===== src/rtl/multicycle_cpu_core.sv =====
// Multi-cycle MIPS-style core: loadable instruction memory, register file,
// branches/jumps, halt and sticky illegal-instruction flag; 4 cycles per instruction.
module multicycle_cpu_core #(
  parameter int unsigned DATA_W = 32,
  parameter int unsigned PC_W   = 5,
  parameter int unsigned NREG   = 32
) (
  input  logic              clk,
  input  logic              rst,
  input  logic              load_en,
  input  logic [PC_W-1:0]   load_addr,
  input  logic [31:0]       load_data,
  input  logic              start,
  input  logic [4:0]        dbg_addr,
  output logic [DATA_W-1:0] dbg_data,
  output logic [DATA_W-1:0] result,
  output logic [PC_W-1:0]   pc,
  output logic              busy,
  output logic              halted,
  output logic              retire,
  output logic              illegal
);

  localparam int unsigned SH_W  = $clog2(DATA_W);
  localparam int unsigned DEPTH = 2**PC_W;

  typedef enum logic [2:0] {S_IDLE, S_FETCH, S_DECODE, S_EXEC, S_WB, S_HALT} state_t;

  state_t            state;
  logic [31:0]       imem [DEPTH];
  logic [31:0]       fetch_q;
  logic [31:0]       ir;
  logic [DATA_W-1:0] a_q, b_q;
  logic [DATA_W-1:0] rf [NREG];
  logic [4:0]        wb_addr;
  logic              wb_en;
  logic              halt_q;
  logic [PC_W-1:0]   npc;
  logic              idle_or_halt;

  logic [DATA_W-1:0] ex_res;
  logic              ex_wen;
  logic [4:0]        ex_waddr;
  logic [PC_W-1:0]   ex_npc;
  logic              ex_ill;
  logic              ex_halt;

  logic [5:0]        op, fn;
  logic [15:0]       imm;
  logic [DATA_W-1:0] imm_sx, imm_zx;
  logic [SH_W-1:0]   sh;
  logic [PC_W-1:0]   pc_inc;
  logic              unused_rs;

  assign idle_or_halt = (state == S_IDLE) || (state == S_HALT);

  // Register read: r0 and out-of-range indices read as zero.
  function automatic logic [DATA_W-1:0] rd_reg(input logic [4:0] idx);
    if ((idx != 5'd0) && (32'(idx) < NREG)) return rf[idx];
    else return '0;
  endfunction

  assign dbg_data = rd_reg(dbg_addr);

  // Instruction memory is never reset so programs survive rst.
  always_ff @(posedge clk) begin
    if (load_en && idle_or_halt) imem[load_addr] <= load_data;
    if (state == S_FETCH) fetch_q <= imem[pc];
  end

  assign op        = ir[31:26];
  assign fn        = ir[5:0];
  assign imm       = ir[15:0];
  assign imm_sx    = DATA_W'($signed(imm));
  assign imm_zx    = DATA_W'(imm);
  assign sh        = b_q[SH_W-1:0];
  assign pc_inc    = pc + PC_W'(1);
  assign unused_rs = ^ir[25:21];

  // Execute: result, destination and next pc for the latched instruction.
  always_comb begin
    ex_res   = result;
    ex_wen   = 1'b0;
    ex_waddr = ir[15:11];
    ex_npc   = pc_inc;
    ex_ill   = 1'b0;
    ex_halt  = 1'b0;
    case (op)
      6'd0: begin
        ex_wen = 1'b1;
        case (fn)
          6'd32: ex_res = a_q + b_q;
          6'd34: ex_res = a_q - b_q;
          6'd36: ex_res = a_q & b_q;
          6'd37: ex_res = a_q | b_q;
          6'd38: ex_res = a_q ^ b_q;
          6'd42: ex_res = ($signed(a_q) < $signed(b_q)) ? DATA_W'(1) : '0;
          6'd0:  ex_res = a_q << sh;
          6'd2:  ex_res = a_q >> sh;
          default: begin
            ex_wen = 1'b0;
            ex_ill = 1'b1;
          end
        endcase
      end
      6'd15: begin ex_wen = 1'b1; ex_waddr = ir[20:16]; ex_res = a_q + imm_sx; end
      6'd12: begin ex_wen = 1'b1; ex_waddr = ir[20:16]; ex_res = a_q & imm_zx; end
      6'd13: begin ex_wen = 1'b1; ex_waddr = ir[20:16]; ex_res = a_q | imm_zx; end
      6'd14: begin ex_wen = 1'b1; ex_waddr = ir[20:16]; ex_res = a_q ^ imm_zx; end
      6'd10, 6'd11: begin
        ex_res = (((a_q == b_q) ? 1'b1 : 1'b0) ^ op[0]) ? DATA_W'(1) : '0;
        if (ex_res[0]) ex_npc = PC_W'(32'(pc) + 32'd1 + 32'($signed(imm)));
      end
      6'd17: ex_npc = ir[PC_W-1:0];
      6'd63: begin ex_halt = 1'b1; ex_npc = pc; end
      default: ex_ill = 1'b1;
    endcase
  end

  // Sequencer: IDLE/HALT -> FETCH -> DECODE -> EXEC -> WB.
  always_ff @(posedge clk or posedge rst) begin
    if (rst) begin
      state   <= S_IDLE;
      pc      <= '0;
      result  <= '0;
      retire  <= 1'b0;
      illegal <= 1'b0;
      busy    <= 1'b0;
      halted  <= 1'b0;
      ir      <= '0;
      a_q     <= '0;
      b_q     <= '0;
      wb_en   <= 1'b0;
      wb_addr <= '0;
      npc     <= '0;
      halt_q  <= 1'b0;
    end else begin
      retire <= 1'b0;
      case (state)
        S_IDLE, S_HALT: begin
          if (start) begin
            state   <= S_FETCH;
            pc      <= '0;
            illegal <= 1'b0;
            busy    <= 1'b1;
            halted  <= 1'b0;
          end
        end
        S_FETCH: state <= S_DECODE;
        S_DECODE: begin
          ir    <= fetch_q;
          a_q   <= rd_reg(fetch_q[25:21]);
          b_q   <= rd_reg(fetch_q[20:16]);
          state <= S_EXEC;
        end
        S_EXEC: begin
          result  <= ex_res;
          wb_en   <= ex_wen;
          wb_addr <= ex_waddr;
          npc     <= ex_npc;
          halt_q  <= ex_halt;
          if (ex_ill) illegal <= 1'b1;
          retire  <= 1'b1;
          state   <= S_WB;
        end
        S_WB: begin
          pc <= npc;
          if (halt_q) begin
            state  <= S_HALT;
            busy   <= 1'b0;
            halted <= 1'b1;
          end else begin
            state <= S_FETCH;
          end
        end
        default: state <= S_IDLE;
      endcase
    end
  end

  // Register file: reset to reg[i]=i; writes to r0 or beyond NREG are dropped.
  always_ff @(posedge clk or posedge rst) begin
    if (rst) begin
      for (int unsigned i = 0; i < NREG; i++) rf[i] <= DATA_W'(i);
    end else if ((state == S_WB) && wb_en && (wb_addr != 5'd0) && (32'(wb_addr) < NREG)) begin
      rf[wb_addr] <= result;
    end
  end

endmodule


===== config.mk =====
export PLATFORM = sky130hd
export DESIGN_NAME = multicycle_cpu_core
export DESIGN_NICKNAME = d
export VERILOG_FILES = /design/src/rtl/multicycle_cpu_core.sv
export SDC_FILE = /design/constraint.sdc
export NUM_CORES = 2
export LEC_CHECK = 0
export CAP_MARGIN = 5
export CORE_ASPECT_RATIO = 0.7
export CORE_MARGIN = 2
export CORE_UTILIZATION = 50
export CTS_CLUSTER_DIAMETER = 40
export DETAILED_ROUTE_END_ITERATION = 6
export PLACE_DENSITY = 0.66
export SLEW_MARGIN = 10
export SYNTH_ARGS = -nofsm -noshare
export SYNTH_HDL_FRONTEND = slang
export SYNTH_SLANG_ARGS = --single-unit

===== constraint.sdc =====
create_clock -name clk -period 38.9 [get_ports clk]
set_clock_uncertainty 0.2 [all_clocks]
set_input_delay 7.78 -clock clk [delete_from_list [all_inputs] [get_ports clk]]
set_output_delay 7.78 -clock clk [all_outputs]
set_load 0.05 [all_outputs]

# Yosys cells after proc, flatten, opt, wreduce, memory -nomap -nowiden
# Memories as Yosys holds them, arrays and structs flattened. A register that Yosys moved wholly into a read port is not among the register bits.
# Cells that the tools add are included.
[word_totals]
latchBits = 0
input_bits = 46
romBits = 0
word_cells = 165
memories = 1
mem_bits_rw = 1024
register_bits = 1176
[mem_list]
columns = ["name", "depth", "width", "rd", "rd_ports_with_merged_regs", "write_ports", "line_no", "source"]
rows = [
  ["imem", 32, 32, 1, 1, 1, "30", "logic [31:0] imem [DEPTH];"],
]
[op_classes]
n_addsub = 6
muxes = 44
eq_ne = 25
n_reduce_logical = 24
div_mod_pow = 0
n_lt_le_gt_ge = 6
bitwise_logic = 11
n_mul = 0
shift = 2
[op_table]
columns = ["cell", "n"]
rows = [
  ["bitwise mux 1024 bit", 1],
  ["binary-select mux 32 bit (select 5 bit)", 3],
  ["2-to-1 mux 32 bit", 10],
  ["case mux 32 bit (8 select lines)", 1],
  ["case mux 32 bit (6 select lines)", 1],
  ["demux 32 bit (select 5 bit)", 1],
  ["adder 32 bit", 2],
  ["== test 6 bit (second input constant)", 7],
  ["== test 6 x 4 -> 1 bit (second input constant)", 6],
  ["bitwise AND 32 x 16 -> 32 bit", 1],
  ["bitwise AND 32 bit", 1],
  ["== test 32 bit", 1],
  ["less-than comparator 32 bit", 1],
  ["bitwise OR 32 x 16 -> 32 bit", 1],
  ["bitwise OR 32 bit", 1],
  ["<< shifter 32 x 5 -> 32 bit", 1],
  ["right shift 32 x 5 -> 32 bit", 1],
  ["subtractor 32 bit", 1],
  ["XOR 32 x 16 -> 32 bit", 1],
  ["XOR 32 bit", 1],
  [">= comparator 6 bit (second input constant)", 4],
  ["NOT 5 -> 6 bit", 4],
  ["nonzero test 5 bit", 4],
  ["OR reduction 8 bit", 2],
  ["28 further kinds", 61],
]

# Longest topological paths before layout
[logic_depth]
ltp_word = 6
depth_mapped = 16

# Least setup slack after synthesis
# OpenSTA, ideal clock, no wires.
[synth_timing]
path_kind = "input to output"
start = "in dbg_addr[0]"
end = "out dbg_data[10]"
required_ns = 30.920
path_buffers = 3
path_stages = 7
slack_ns = 20.819
t_arrival_ns = 10.101
cell_sequence = "clkbuf_1 > buf_2 > buf_1 > mux4_2 > mux4_2 > mux2i_1 > nor2_1"
[synth_via]
elab_chain_len = 5
elab_cells_between_ends = 6
[synth_rtl]
columns = ["item", "line_no", "source"]
rows = [
  ["start: declaration", "14", "input logic [4:0] dbg_addr,"],
  ["NOT 5 -> 6 bit (implied by the code)", "59", "if ((idx != 5'd0) && (32'(idx) < NREG)) return rf[idx];"],
  ["binary-select mux 32 bit (select 5 bit)", "59", ""],
  ["2-to-1 mux 32 bit (implied by the code) (2 in a row)", "59", ""],
  ["2-to-1 mux 32 bit *", "59", ""],
  ["end: declaration", "15", "output logic [DATA_W-1:0] dbg_data,"],
]
# Every way passes the cells marked *; elsewhere a longest branch is shown, timed or not. The select of a mux whose other input is x is not followed.

# Worst setup path after layout
[layout_timing]
start = "in dbg_addr[0]"
end = "out dbg_data[20]"
# The elaborated chain is that of the path after synthesis.

==> summary.txt <==
Yosys
  • Cell accounting for the most synthesized area: edfxtp_1
  • Number of flops mapped to enable cells by yosys: 1056
  • Synth async-reset ratio: 52.6%
  • Synth warn: 0
  • Synthesized flop and latch total: 2227
  • Yosys cell types: 98
  • Syn Area/Cell: 14.5 µm²
  • Synth top area share: 26.6%
  • Syn nets: 8446
  • Most common cell in the synthesized netlist: mux2_2
  • Area contributors post-synth: edfxtp_1, dfrtp_1, mux4_2
  • Synth cell count leaders: mux2_2, dfrtp_1, edfxtp_1
  • Mapped cell area: 119000 µm²
  • Seq/Total Area, Yosys: 51.2%
  • Post-Syn Instances: 8247
  • Top FF cell, synth: dfrtp_1

Clocking
  • Clock root buffer: clkbuf_16
  • Clk buf depth: 4
  • Postcts setup bufs: 0
  • CTS tree: yes
  • H-tree depth: 5
  • CTS Sinks: 2227
  • CTS Hold Bufs: 0
  • CTS Buf Count: 284
  • Resize count post-CTS: 0
  • Clk slew on worst S/H paths: 0.05 ns
  • Clock Latency Late Sink: 0.89 ns

Route
  • Routed wire per std cell: 35.0 µm
  • TritonRoute pass-1 iters: 7
  • Antenna-violating nets left: 0
  • Via Count: 81200
  • Post-Route WL: 403 mm
  • DRC viols: 4
  • DR iter-0 viols: 10700
  • DR vias/cell: 7.06

Status
  • Status: finished, violations left
  • Violated checks: design-rule violations

Final layout
  • Multi-input gate area: 55400 µm²
  • Fill count: 18800
  • Register area: 61100 µm²
  • Share of layout cells above drive strength 1: 36.0%
  • Final core occ: 56.1%
  • Final net count: 8282
  • Syn-to-layout area delta: 11.8%

Pwr
  • Clock power frac: 31.3%
  • Pwr Total: 8.62 mW
  • Cell-internal power: 5.32 mW
  • Net Sw Power: 3.30 mW
  • Worst VDD drop: 0.0631 mV
  • Switching part of the total: 38.3%
  • Power Dens Cells: 64.6 nW/µm²
  • Combinational group share of total power: 35.9%
  • Pleak: 52.4 nW
  • Reg power frac: 32.7%

GRT
  • Vias in the first global route: 78800
  • First-pass GRT wire length: 580 mm
  • GRT Util Overall: 32.9%
  • Total gr overflow: 0
  • Initial antenna violation count: 10
  • Largest net degree at the start of global routing: 178

Hold path
  • Hold path startpoint: rf[995]$_DFFE_PP0P_
  • HP Class: reg2reg

STA
  • Final Setup Violations: 0
  • Actual slew at the worst max-slew pin: 1.26 ns
  • RSZ-0062 raised after global routing: no
  • Hold Vio Cnt, Final: 0
  • Peak Freq: 49.0 MHz
  • Fin crit share: 52.4%
  • Fin crit period: 20.39 ns
  • Setup_tns: 0 ns
  • Worst slew margin: 13.7%
  • Slew Viols, Final: 0

Critical path
  • Reg2reg setup slack: 33.22 ns
  • CP peak stage delay: 0.80 ns
  • Kind of end point of the critical path: output port
  • Crit-path slowest cell: buf_4
  • WS Path Type: in2out
  • Worst setup path start: dbg_addr[0]
  • Startpoint types: input port
  • Crit Path Max Fanout: 75
  • Crit path required time: 30.92 ns
  • RR Startpoint: fetch_q[16]$_DFFE_PP_
  • CP cell instances: buf_8, buf_4, buf_4, mux4_2, mux4_2, mux2i_1, nor2_1, clkdlybuf4s50_1
  • Crit path DAT: 12.41 ns

Floorplan
  • # rows: 150
  • Die Ht: 413 µm
  • Chip width: 588 µm
  • Starting Density: 50.2%
  • CORE AREA: 238000 µm²
  • Die ar.: 243000 µm²
  • I/O pin cnt: 119

Place
  • HPWL after DPL: 238 mm
  • I/O Buffers: 118
  • GPL Wtd Cong: 1.00

Run
  • Max Cap Viol: 0
==> area by class of cell <==
class	count	area share [%]
Inverter	123	0.349
Timing Repair Buffer	319	2.11
Tap cell	3192	2.99
Antenna cell	2	0.00375
Clock inverter	169	1.49
Multi-Input combinational cell	5128	41.5
Clock buffer	340	5.73
Sequential cell	2227	45.8
==> path summary, 6_finish.rpt <==
kind,endpoint,depth (start not counted)
max,dbg_data[20],8
min reg2reg,rf[995]$_DFFE_PP0P_,0
min,rf[995]$_DFFE_PP0P_,0
max in group asynchronous,rf[650]$_DFFE_PP0P_,9
max reg2reg,b_q[9]$_DFFE_PP0P_,10
min in group asynchronous,rf[120]$_DFFE_PP0P_,2
==> registers in the layout, summed over array words and instances, names as in the netlist <==
signal   count
illegal      1
ir          27
pc           5
a_q         32
result      32
busy         1
b_q         32
retire       1
npc          5
wb_en        1
halted       1
halt_q       1
wb_addr      5
rf        1024
imem      1024
fetch_q     32
state        3
==> layout by cell type, fill, tap and decap left out, types with 193 or more instances in the layout <==
cell and n:
a21oi_1 499, nor2_1 290, mux4_2 942, nand2_1 198, dfrtp_1 1081, edfxtp_1 1056
clkbuf_16 293, o22ai_1 228, o21ai_0 272, mux2i_1 493, buf_4 193, mux2_2 1173
==> stage by stage <==
step	instance area, µm²	std cells	worst slack [ns]	hold WS [ns]
4_1_cts	133000	11500	18.44	0.225
3_3_place_gp	124000	11000	18.51	0.204
5_1_grt	133000	11500	18.21	0.231
3_5_place_dp	124000	11000	18.43	0.213
6_report	133000	11500	18.51	0.221
2_1_floorplan	119000	8247	14.82	0.226
==> kinds of logic (layout without fill, tap and decap cells) <==
| logic type | count (synthesis) | count (layout) | synth area share (%) |
|---|---|---|---|
| XOR/XNOR | 66 | 66 | 0.484 |
| adder cells (fa/ha/maj) | 153 | 153 | 1.63 |
| multiplexers | 2608 | 2608 | 33.0 |
| AO/OA/AOI/OAI | 1446 | 1446 | 7.58 |
| buffers and inverters | 892 | 951 | 2.89 |
| other | 0 | 2 | 0 |
| flip-flops | 2227 | 2227 | 51.2 |
| AND/OR/NAND/NOR | 855 | 855 | 3.26 |
==> worst max-delay path, delay by kind of cell <==
family / cells / cell delay (ns)
buf+inv: 4 / 2.93
simple gates: 1 / 0.10
mux: 3 / 1.42
==> power groups by stage <==
| stage | combinational, mW | sequential [mW] | clock, mW |
|---|---|---|---|
| final | 3.10 | 2.82 | 2.70 |
| after detailed placement | 3.02 | 2.86 | 0 |
| after global placement | 2.99 | 2.85 | 0 |
| after floorplan | 1.99 | 2.81 | 0 |
| after global routing | 3.24 | 2.83 | 2.83 |
| after CTS | 3.03 | 2.81 | 2.73 |
==> per-layer routing <==
metal	global-route usage, %	wire length (µm)
met5	0	93
met4	11.2	15600
met3	8.92	48900
met2	45.3	167000
met1	50.0	171000
(Power assumes the default switching activity.)
